[config.mk]
export PLATFORM = sky130hd
export DESIGN_NAME = set_assoc_cache
export DESIGN_NICKNAME = d
export VERILOG_FILES = /design/src/rtl/set_assoc_cache.sv
export SDC_FILE = /design/constraint.sdc
export NUM_CORES = 1
export LEC_CHECK = 0
export ABC_AREA = 0
export ABC_CLOCK_PERIOD_IN_PS = 6810
export CAP_MARGIN = 20
export CORE_MARGIN = 2
export CORE_UTILIZATION = 45
export DETAILED_ROUTE_END_ITERATION = 8
export SYNTH_ARGS = -nofsm -noshare
export SYNTH_HDL_FRONTEND = slang
export SYNTH_SLANG_ARGS = --single-unit
[constraint.sdc]
create_clock -name clk -period 6.81 [get_ports clk]
set_clock_uncertainty 0.1 [all_clocks]
set_input_delay 1.362 -clock clk [delete_from_list [all_inputs] [get_ports clk]]
set_output_delay 1.362 -clock clk [all_outputs]
set_load 0.03 [all_outputs]
[src/rtl/set_assoc_cache.sv]
// ============================================================================
// Module  : set_assoc_cache
// Brief   : N-way set-associative write-through, no-write-allocate data cache
//           with LRU replacement, req/ack memory fill and whole-cache invalidate.
// Revision: 1.0
// ============================================================================
`default_nettype none

module set_assoc_cache #(
    parameter int ADDR_WIDTH = 32,
    parameter int DATA_WIDTH = 32,
    parameter int SET_WIDTH  = 3,
    parameter int WAYS       = 2
) (
    input  logic                  clk,
    input  logic                  rst,
    input  logic                  cpu_req_i,
    input  logic                  cpu_we_i,
    input  logic [ADDR_WIDTH-1:0] cpu_addr_i,
    input  logic [DATA_WIDTH-1:0] cpu_wdata_i,
    output logic [DATA_WIDTH-1:0] cpu_rdata_o,
    output logic                  cpu_ready_o,
    output logic                  hit_o,
    input  logic                  inval_i,
    output logic                  mem_req_o,
    output logic                  mem_we_o,
    output logic [ADDR_WIDTH-1:0] mem_addr_o,
    output logic [DATA_WIDTH-1:0] mem_wdata_o,
    input  logic [DATA_WIDTH-1:0] mem_rdata_i,
    input  logic                  mem_ack_i
);

    localparam int TAG_WIDTH = ADDR_WIDTH - SET_WIDTH - 2;
    localparam int SETS      = 1 << SET_WIDTH;
    localparam int AGE_W     = (WAYS > 1) ? $clog2(WAYS) : 1;
    localparam logic [AGE_W-1:0] C_AGE_MAX = AGE_W'(WAYS - 1);

    typedef enum logic [1:0] {
        S_IDLE  = 2'd0,
        S_FILL  = 2'd1,
        S_WRITE = 2'd2
    } state_t;

    state_t                state_q, state_d;
    logic                  mem_req_q, mem_req_d;
    logic                  mem_we_q, mem_we_d;
    logic [ADDR_WIDTH-1:0] mem_addr_q, mem_addr_d;
    logic [DATA_WIDTH-1:0] mem_wdata_q, mem_wdata_d;
    logic                  inval_pend_q, inval_pend_d;

    logic                  valid_q [SETS][WAYS];
    logic [AGE_W-1:0]      age_q   [SETS][WAYS];
    logic [TAG_WIDTH-1:0]  tag_q   [SETS][WAYS];
    logic [DATA_WIDTH-1:0] data_q  [SETS][WAYS];

    logic [SET_WIDTH-1:0]  w_lk_set, w_fl_set, w_touch_set;
    logic [TAG_WIDTH-1:0]  w_lk_tag, w_fl_tag;
    logic [AGE_W-1:0]      w_lk_way, w_victim, w_touch_way, w_touch_age;
    logic                  w_lk_hit;
    logic                  w_touch_en, w_install_en, w_store_en, w_clear_all;
    logic                  w_unused_ok;

    assign w_unused_ok = ^cpu_addr_i[1:0];

    // Lookup for the CPU address; the fill target comes from the registered address.
    always_comb begin
        w_lk_set = cpu_addr_i[SET_WIDTH+1:2];
        w_lk_tag = cpu_addr_i[ADDR_WIDTH-1:SET_WIDTH+2];
        w_fl_set = mem_addr_q[SET_WIDTH+1:2];
        w_fl_tag = mem_addr_q[ADDR_WIDTH-1:SET_WIDTH+2];
        w_lk_hit = 1'b0;
        w_lk_way = '0;
        for (int w = 0; w < WAYS; w++) begin
            if (valid_q[w_lk_set][w] && (tag_q[w_lk_set][w] == w_lk_tag)) begin
                w_lk_hit = 1'b1;
                w_lk_way = AGE_W'(w);
            end
        end
        w_victim = '0;
        for (int w = 0; w < WAYS; w++) begin
            if (age_q[w_fl_set][w] == C_AGE_MAX) w_victim = AGE_W'(w);
        end
        // Descending scan so the lowest-index invalid way wins over the LRU way.
        for (int w = WAYS - 1; w >= 0; w--) begin
            if (!valid_q[w_fl_set][w]) w_victim = AGE_W'(w);
        end
    end

    always_comb begin
        state_d      = state_q;
        mem_req_d    = mem_req_q;
        mem_we_d     = mem_we_q;
        mem_addr_d   = mem_addr_q;
        mem_wdata_d  = mem_wdata_q;
        inval_pend_d = inval_pend_q;
        cpu_ready_o  = 1'b0;
        cpu_rdata_o  = '0;
        hit_o        = 1'b0;
        w_touch_en   = 1'b0;
        w_touch_set  = w_lk_set;
        w_touch_way  = w_lk_way;
        w_install_en = 1'b0;
        w_store_en   = 1'b0;
        w_clear_all  = 1'b0;
        case (state_q)
            S_IDLE: begin
                w_clear_all = inval_i;
                if (cpu_req_i) begin
                    if (cpu_we_i) begin
                        mem_req_d   = 1'b1;
                        mem_we_d    = 1'b1;
                        mem_addr_d  = {cpu_addr_i[ADDR_WIDTH-1:2], 2'b00};
                        mem_wdata_d = cpu_wdata_i;
                        state_d     = S_WRITE;
                        w_store_en  = w_lk_hit;
                        w_touch_en  = w_lk_hit;
                    end else if (w_lk_hit && !inval_i) begin
                        hit_o       = 1'b1;
                        cpu_ready_o = 1'b1;
                        cpu_rdata_o = data_q[w_lk_set][w_lk_way];
                        w_touch_en  = 1'b1;
                    end else begin
                        mem_req_d  = 1'b1;
                        mem_we_d   = 1'b0;
                        mem_addr_d = {cpu_addr_i[ADDR_WIDTH-1:2], 2'b00};
                        state_d    = S_FILL;
                    end
                end
            end
            S_FILL, S_WRITE: begin
                if (inval_i) inval_pend_d = 1'b1;
                if (mem_ack_i) begin
                    cpu_ready_o  = 1'b1;
                    mem_req_d    = 1'b0;
                    mem_we_d     = 1'b0;
                    state_d      = S_IDLE;
                    inval_pend_d = 1'b0;
                    w_clear_all  = inval_pend_q || inval_i;
                    if (state_q == S_FILL) begin
                        cpu_rdata_o  = mem_rdata_i;
                        w_install_en = 1'b1;
                        w_touch_en   = 1'b1;
                        w_touch_set  = w_fl_set;
                        w_touch_way  = w_victim;
                    end
                end
            end
            default: state_d = S_IDLE;
        endcase
        w_touch_age = age_q[w_touch_set][w_touch_way];
    end

    always_ff @(posedge clk or posedge rst) begin
        if (rst) begin
            state_q      <= S_IDLE;
            mem_req_q    <= 1'b0;
            mem_we_q     <= 1'b0;
            mem_addr_q   <= '0;
            mem_wdata_q  <= '0;
            inval_pend_q <= 1'b0;
        end else begin
            state_q      <= state_d;
            mem_req_q    <= mem_req_d;
            mem_we_q     <= mem_we_d;
            mem_addr_q   <= mem_addr_d;
            mem_wdata_q  <= mem_wdata_d;
            inval_pend_q <= inval_pend_d;
        end
    end

    // Valid bits and LRU ages; a clear issued on the same edge as a fill overrides the install.
    always_ff @(posedge clk or posedge rst) begin
        if (rst) begin
            for (int s = 0; s < SETS; s++) begin
                for (int w = 0; w < WAYS; w++) begin
                    valid_q[s][w] <= 1'b0;
                    age_q[s][w]   <= AGE_W'(w);
                end
            end
        end else begin
            if (w_install_en) valid_q[w_fl_set][w_victim] <= 1'b1;
            if (w_touch_en) begin
                for (int w = 0; w < WAYS; w++) begin
                    if (AGE_W'(w) == w_touch_way)
                        age_q[w_touch_set][w] <= '0;
                    else if (age_q[w_touch_set][w] < w_touch_age)
                        age_q[w_touch_set][w] <= age_q[w_touch_set][w] + 1'b1;
                end
            end
            if (w_clear_all) begin
                for (int s = 0; s < SETS; s++) begin
                    for (int w = 0; w < WAYS; w++) valid_q[s][w] <= 1'b0;
                end
            end
        end
    end

    always_ff @(posedge clk) begin
        if (w_install_en) begin
            tag_q[w_fl_set][w_victim]  <= w_fl_tag;
            data_q[w_fl_set][w_victim] <= mem_rdata_i;
        end
        if (w_store_en) data_q[w_lk_set][w_lk_way] <= cpu_wdata_i;
    end

    assign mem_req_o   = mem_req_q;
    assign mem_we_o    = mem_we_q;
    assign mem_addr_o  = mem_addr_q;
    assign mem_wdata_o = mem_wdata_q;

endmodule

`default_nettype wire

Yosys cells after proc, flatten, opt, wreduce, memory -nomap -nowiden --
Memories as Yosys holds them, arrays and structs flattened. Cells that the tools add are included.
Word-level totals: memories 2, bits in writable memories 944, flip-flop bits (word level) 101, output and inout port bits 100
Memories:
- data_q | words 8, width 64, read ports 1, clocked after memory_dff 0, wr ports 1, line 54 | logic [DATA_WIDTH-1:0] data_q [SETS][WAYS];
- tag_q | words 8, width 54, read ports 1, clocked after memory_dff 0, wr ports 1, line 53 | logic [TAG_WIDTH-1:0] tag_q [SETS][WAYS];
Operators by class: bitwise operators 11, add/subtract/negate cells 2, reduce and logical (&&, ||, !) cells 20, order comparisons 12, muxes and demuxes 102, equality and inequality tests 8
Operators by type and width (number):
- $mux 32 | 12
- $mux 64 | 4
- $mux 16 | 7
- $demux 32 s1 | 2
- $pmux 32 s2 | 1
- $reduce_or 64->1 | 1
- $eq 27x27->1 | 2
- $mux 54 | 1
- $mux 1 | 41
- $and 16x16->16 | 2
- $bwmux 16 | 2
- $not 16->16 | 2
- $demux 27 s1 | 1
- $mux 27 | 1
- $bmux 2 s3 | 4
- $mux 2 | 12
- $demux 2 s3 | 3
- $or 16x16->16 | 1
- $ge 4x4->1 const B | 3
- $mux 3 | 4
- $not 3->4 | 3
- $pmux 1 s2 | 5
- $reduce_and 3->1 | 3
- $lt 4x1->1 const B | 2
- 19 further kinds | 36

Longest topological paths before layout --
word-level depth 21, depth in mapped cells 16, mapped depth without buffers 11

Worst setup path before layout --
Ideal clock, no wire load.
path type input to register, from input cpu_addr_i[3], to memory data_q[1][0] in the netlist's numbering (enable), cell stages on the path 12, path buffers 3, setup time 421 ps, data arrival time 5749 ps, setup slack 540 ps, data required time 6289 ps, cells stage by stage buf_6 > buf_2 > mux4_2 > mux2i_1 > xor2_1 > o2111ai_1 > or4b_2 > nor4_4 > o21ai_1 > buf_2 > mux2_2 > nor2_1
Between the ends: longest elaborated chain between the ends 14, elaborated cells on any way between the ends 26
Ends and longest elaborated chain:
- start, declared | line 19 | input logic [ADDR_WIDTH-1:0] cpu_addr_i,
- parallel branches: the longest is 14 deep, another holds $mem_v2 8x54
- end, declared | line 54
Parallel ways; which one is timed is not known. The select of a mux whose other input is x is not followed.

Worst setup path in the final report --
from input cpu_addr_i[3], to output cpu_rdata_o[25]
Between the ends: longest elaborated chain between the ends 14, elaborated cells on any way between the ends 22
Ends and longest elaborated chain:
- parallel branches: the longest is 10 deep, another holds $mem_v2 8x54
- $mux 32 (*) | line 117 | end else if (w_lk_hit && !inval_i) begin
- $mux 32 (*) | line 109 | if (cpu_we_i) begin
- $mux 32 (*) | line 108 | if (cpu_req_i) begin
- $pmux 32 s2 (*) | line 105 | case (state_q)
- end, declared | line 21 | output logic [DATA_WIDTH-1:0] cpu_rdata_o,
Every way passes the cells marked *. The select of a mux whose other input is x is not followed.

==> impl_metrics.tcl <==
set metrics [dict create \
    run_status "completed" \
    critical_path_arrival_ns 5.25 \
    crit_fanout 13 \
    power_frac_clock 0.349 \
    hold_path.class "flop to flop" \
    tritoncts "yes" \
    fp-row-count 112 \
    start_kind "primary input" \
    floorplan.initialDensity 0.4524 \
    antenna_cells_inserted 0 \
    fp.coreArea_sq_um 93050 \
    layout.nets 2561 \
    timing.final.hold_violations 0 \
    pwr_density_cell_nw_per_um2 331.4 \
    ys.warnings.count 0 \
    io_pins 202 \
    overall_die_width_um 309.9 \
    report.final.slew_viol_count 0 \
    largest_net_degree_at_the_start_of_global_routing 65 \
    worst_slew_pin_slew_ns 0.9749 \
    dpl.hpwl_mm 59.95 \
    antenna_left 0 \
    numClockSinks 1043 \
    drt_first_pass_iters 6 \
    clk_latency_ns 0.69 \
    required_ns 5.35 \
    share_comb_of_total_power 0.149 \
    port_buffers 197 \
    multiInputGateArea_sq_um 10940 \
    slew_headroom 0.3485 \
    sw_frac_of_total 0.2666 \
    grt_util_all_layers 0.2157 \
    detailed_place.area_sq_um 46560 \
    synth-edff-count 944 \
    postSynthCellCount 2137 \
    detail_route.wirelength_mm 102.8 \
    final_cell_count_no_fill 3804 \
    finalInstanceArea_sq_um 50340 \
    seqPwrFrac 0.502 \
    routedWlPerCell_um 27.02 \
    dp_cells 3588 \
    drc_violations_left 0 \
    ys_types 66 \
    cts-buffers-inserted 108 \
    vias_per_cell 5.692 \
    p_sw_mw 4.447 \
    fin_worst_hold_slack_ns 0.3748 \
    dieArea_sq_um 96010 \
    fillers 7267 \
    antenna_violations_before_repair 0 \
    synthArstFlopShare 0.09492 \
    cts_max_path_buffers 3 \
    synth.area.top_cells "sky130_fd_sc_hd__edfxtp_1 (67%), sky130_fd_sc_hd__mux4_2 (12%), sky130_fd_sc_hd__dfrtp_1 (5.4%), sky130_fd_sc_hd__mux2i_1 (3.8%), sky130_fd_sc_hd__mux2_2 (2.3%)" \
    routability_congestion_estimate 0.8145 \
    min_period_over_period 0.9860 \
    synth_flop_cell "sky130_fd_sc_hd__edfxtp_1" \
    timing.fmax_mhz 148.9 \
    nature_of_the_critical_path_endpoint "primary output" \
    area.growth.synth_to_final_pct 19.58 \
    cts.reportedPaths.clkPinSlew_ns 0.06 \
    cts.htree.levels 3 \
    worst-setup-path-type "primary input to primary output" \
    ff_latch_area_sq_um 30830 \
    synth.ff_latch_count 1043 \
    netlist.area_leader.share 0.6734 \
    finalSetupViolCount 0 \
    finish.utilization 0.5410 \
    fp.dieH_um 309.9 \
    first_global_vias 22430 \
    post_synth.cell_area_avg_sq_um 19.70 \
    post-synth-top-area-cell "sky130_fd_sc_hd__edfxtp_1" \
    root_buffer "sky130_fd_sc_hd__clkbuf_16" \
    grt_first_pass_wirelength_mm 149.9 \
    total_leakage_power_nw 16.78 \
    min_period_ns 6.715 \
    vdd_drop_max_v 0.0002366 \
    seq_area_frac_synth 0.7324 \
    post_synth_instance_area_sq_um 42100 \
    power_report.internal_total_mw 12.24 \
    drive_above_1_share 0.2780 \
    detail_route.iter0.violations 2054 \
    cap_violations 0 \
    global_route_overflow 0 \
    detailroute.via_count 21654 \
]
==> flip-flops by register name, indices dropped and copies added, names as in the netlist, 2 cells and up <==
name and count:
valid_q 16, age_q 16, state_q 2, data_q 512, mem_addr_o 30, mem_wdata_o 32, tag_q 432
==> cell usage after synthesis, types with 15 or more instances <==
cell type and number:
sky130_fd_sc_hd__edfxtp_1 944, sky130_fd_sc_hd__xnor2_1 23, sky130_fd_sc_hd__a211oi_1 25, sky130_fd_sc_hd__o22ai_1 20, sky130_fd_sc_hd__xor2_1 17, sky130_fd_sc_hd__buf_4 15, sky130_fd_sc_hd__clkbuf_1 47, sky130_fd_sc_hd__mux2_2 87
sky130_fd_sc_hd__mux2i_1 160, sky130_fd_sc_hd__nand2_1 121, sky130_fd_sc_hd__nor2_1 65, sky130_fd_sc_hd__buf_2 30, sky130_fd_sc_hd__nand3_1 18, sky130_fd_sc_hd__dfrtp_1 91, sky130_fd_sc_hd__buf_1 17, sky130_fd_sc_hd__o21a_1 17
sky130_fd_sc_hd__mux4_2 226, sky130_fd_sc_hd__a22o_1 33
==> cell type report <==
cell class	count	area share
inverter	15	0.001193
timing repair buffer	324	0.06735
clock buffer	156	0.06092
sequential	1043	0.6125
clock inverter	48	0.009469
tap	1254	0.03117
multi-input combinational	964	0.2174
==> per-stage QoR <==
stage / power [mW] / setup slack [ns] / setup TNS, ns
floorplan: 9.744 / 0.5398 / 0
global route: 17.30 / -0.007109 / -0.009130
global placement: 10.91 / -0.1618 / -2.299
detailed placement: 11.00 / -0.1097 / -1.490
finish: 16.68 / 0.09515 / 0
CTS: 16.82 / 0.01467 / 0
==> kinds of logic after synthesis <==
family / count (synthesis) / share of synthesized area
buffers and inverters: 131 / 0.01525
flip-flops: 1043 / 0.7324
multiplexers: 477 / 0.1833
XOR/XNOR: 40 / 0.008322
other: 1 / 0.00008908
adder cells (fa/ha/maj): 3 / 0.0008917
AND/OR/NAND/NOR: 281 / 0.03159
AO/OA/AOI/OAI: 161 / 0.02812
==> placed cells by master, fill, tap and decap left out, drive strengths merged, types with 5 or more instances in the layout <==
master           n
mux2i          160
nor3            10
nand2          121
clkdlybuf4s50  160
a21oi           14
dfrtp           91
a22o            33
mux4           226
dfstp            8
o22a             9
nor2b           11
or3              9
a211oi          25
bufinv           8
buf            158
nand4            5
nand2b           9
mux2            91
clkbuf         161
and3             5
inv             16
xnor2           23
o21a            17
edfxtp         944
o22ai           20
nand3           18
nor4             6
xor2            17
clkinv          37
o21ai           18
nor2            65
==> critical path, cell delays in order <==
cell and delay [ns]:
sky130_fd_sc_hd__buf_8 0.19, sky130_fd_sc_hd__buf_12 0.16, sky130_fd_sc_hd__mux4_2 0.31, sky130_fd_sc_hd__mux2i_2 0.21
sky130_fd_sc_hd__xnor2_2 0.15, sky130_fd_sc_hd__or4_1 0.54, sky130_fd_sc_hd__or4_1 0.59, sky130_fd_sc_hd__nor4_4 0.34
sky130_fd_sc_hd__buf_6 0.19, sky130_fd_sc_hd__buf_16 0.18, sky130_fd_sc_hd__buf_12 0.17, sky130_fd_sc_hd__mux2i_1 0.22
sky130_fd_sc_hd__mux2i_1 0.17, sky130_fd_sc_hd__a22o_1 0.25, sky130_fd_sc_hd__buf_4 0.16
==> power groups by stage <==
stage	clock network, mW	registers (mW)	logic [mW]
finish	5.83	8.37	2.48
global route	6.19	8.47	2.64
CTS	5.94	8.38	2.50
detailed placement	0	8.52	2.49
global placement	0	8.45	2.47
floorplan	0	8.66	1.09
==> routing by layer <==
| metal | share of wire | wire length [um] | up-vias | track usage |
|---|---|---|---|---|
| li1 | - | - | 9353 | - |
| met1 | 0.43 | 43900 | 11584 | 0.2934 |
| met3 | 0.045 | 4615 | 159 | 0.03450 |
| met4 | 0.026 | 2684 | 0 | 0.05977 |
| met2 | 0.50 | 51570 | 558 | 0.3629 |
| met5 | 0 | 0 | - | 0 |
==> timing repair <==
action                     CTS  global route
pin swaps                    1             1
hold endpoints to repair     0             0
resized for setup            8            12
setup endpoints to repair   29            27
buffers inserted             0             6
gates cloned                 0             4
hold buffers                 0             0
==> final timing paths <==
check,startpoint,to,slack (ns),depth (start not counted)
max,cpu_addr_i[3],cpu_rdata_o[25],0.1,15
min,mem_wdata_o[7],mem_wdata_o[7],0.37,2
max reg2reg,tag_q[5][12],data_q[2][37],1.97,12
min reg2reg,mem_wdata_o[7],mem_wdata_o[7],0.37,2
max in group asynchronous,rst,mem_wdata_o[14],4.13,3
min in group asynchronous,rst,mem_addr_o[18],1.07,2
No activity file was read; power rests on OpenSTA's default activity.
==> RTL edit (same flow settings) <==
`SET_WIDTH`: 3 -> 4.
--- a/src/rtl/set_assoc_cache.sv
+++ b/src/rtl/set_assoc_cache.sv
@@ -10,5 +10,5 @@
     parameter int ADDR_WIDTH = 32,
     parameter int DATA_WIDTH = 32,
-    parameter int SET_WIDTH  = 3,
+    parameter int SET_WIDTH  = 4,
     parameter int WAYS       = 2
 ) (
Check against the original RTL: not settled (the Yosys comparison gave no result); the edit may change what the design does.
==> RTL edit against the original RTL <==
- via count is 91% higher
- hold slack better by 0.0060 ns
- final area increased by 88%
- setup slack lost 0.029 ns
- area after synthesis increased by 89%
- combinational power up 63%
- sequential cell count is 944 higher
- total power increased by 79%
- routed wire length increased by 110%
- critical path depth did not move
- critical endpoint is now cpu_rdata_o[18]
- largest cell class unchanged
- largest power group unchanged
==> RTL edit: results (changes against the original RTL) <==
antenna violations before repair 5 (+5); area of the die 180500 sq um (+88%); Cells after Synth 3835 (+79%); Clk Latency, worst-skew pair 0.87 ns (+0.18 ns); asr flop ratio synth 6.593% (-2.9 points); XOR/XNOR Fraction of Synth Area 0.5606% (-0.27 points); FFs & Latches 1987 (+91%); Worst-Margin Slew 1.187 ns (+0.2120 ns); Clock-cell share 6.846% (-0.19 points); H-tree level count 4 (+1); via count 41360 (+91%); post-synthesis sequential area ratio 74.08% (+0.84 points); detailed placement HPWL 125000 microns (+110%); synth warn 0 (unchanged); post-synthesis mux area share 18.55% (+0.22 points); count of non-CTS buffers in the layout 532 (+64%); met3 wire length 14600 microns (+220%); worst hold path startpoint age_q[22]$_DFFE_PP1P_; GRT Total Usage 23.73% (+2.2 points); Non-clk invs 28 (+13); met1 WL 90330 microns (+110%); synthesized-area fraction occupied by adder cells 0.04711% (-0.042 points); VDD IR-drop max 292.3 uV (+24%); Antenna Cells 5 (+5); dpl cell area 86850 sq um (+87%); status completed; #MultiIn Comb 1601 (+66%); first-pass GRT wire length 305200 microns (+100%); crit path DAT 5.28 ns (+0.03 ns); DRT Wirelength 215100 microns (+110%); largest net degree at the start of global routing 136 (+110%); Worst Path Max Fanout 10 (-3); R2R setup slack 1.95 ns (-0.02 ns); count of clock buffers in the final design 281 (+80%); layout cells sized above 1 31.93% (+4.1 points); Num CTS Buffers 199 (+84%); via/cell ratio 6.023 (+5.8%); met2 WL 104500 microns (+100%); post-synth cell types 88 (+33%); reg-to-reg critical path startpoint tag_q[10][21]$_DFFE_PP_; fillcell total 13610 (+87%); leakage 30.83 nW (+84%); dpl cells 6440 (+79%); slowest CP cell or4_4; sequential cell area share 62.49% (+1.2 points); synth cell count leaders edfxtp_1, mux4_2, nor2_1; 1st-pass router iterations 7 (+1); CP max stage delay 0.61 ns (+0.02 ns); Final Net Count 4454 (+74%); multi-input logic area 20090 sq um (+84%); Data buffer area share 6.160% (-0.58 points)
==> RTL edit: layer usage <==
layer | vias up | GRT usage (%)
li1 | 16960 | -
met5 | - | 0
met2 | 1592 | 38.32
met1 | 22520 | 34.01
met3 | 291 | 3.619
met4 | 0 | 6.176
==> RTL edit: final timing paths <==
path / to / cells past startpoint
max: cpu_rdata_o[18] / 15
min: age_q[22]$_DFFE_PP1P_ / 2
max reg2reg: data_q[2][31]$_DFFE_PP_ / 11
max in group asynchronous: mem_wdata_o[5]$_DFFE_PP0P_ / 3
min in group asynchronous: age_q[7]$_DFFE_PP0P_ / 2
min reg2reg: age_q[22]$_DFFE_PP1P_ / 2
==> RTL edit: logic make-up after synthesis <==
group	Yosys count
and+or+nand+nor	477
buffers and inverters	248
other	1
AOI/OAI and AO/OA	249
DFF	1987
muxes	819
xor gates and xnor gates	51
adders and majority gates	3
==> RTL edit: power breakdown <==
part           switching (W)  internal [W]
Combinational        0.00243       0.00161
Sequential          0.000551        0.0145
Clock                0.00470       0.00615
Total                0.00767        0.0222
==> RTL edit: metrics by stage <==
step	hold WS, ns	util [%]	total power [W]	worst slack, ns
after floorplan	0.3528	-	0.01723	0.1743
after global placement	0.3711	49.32	0.01897	-0.7954
after detailed placement	0.3736	49.32	0.01907	-0.7710
after CTS	0.3823	53.12	0.02986	-0.03564
after global routing	0.3986	53.64	0.03085	-0.01342
final	0.3808	53.64	0.02992	0.06611
==> RTL edit: timing repair <==
item	in CTS	in global routing
pin swaps	4	16
hold buffers	0	0
buffers inserted	4	18
cloned	3	8
gates resized for setup	18	44
endpoints found under the hold margin	0	0
endpoints found under the setup margin	34	33
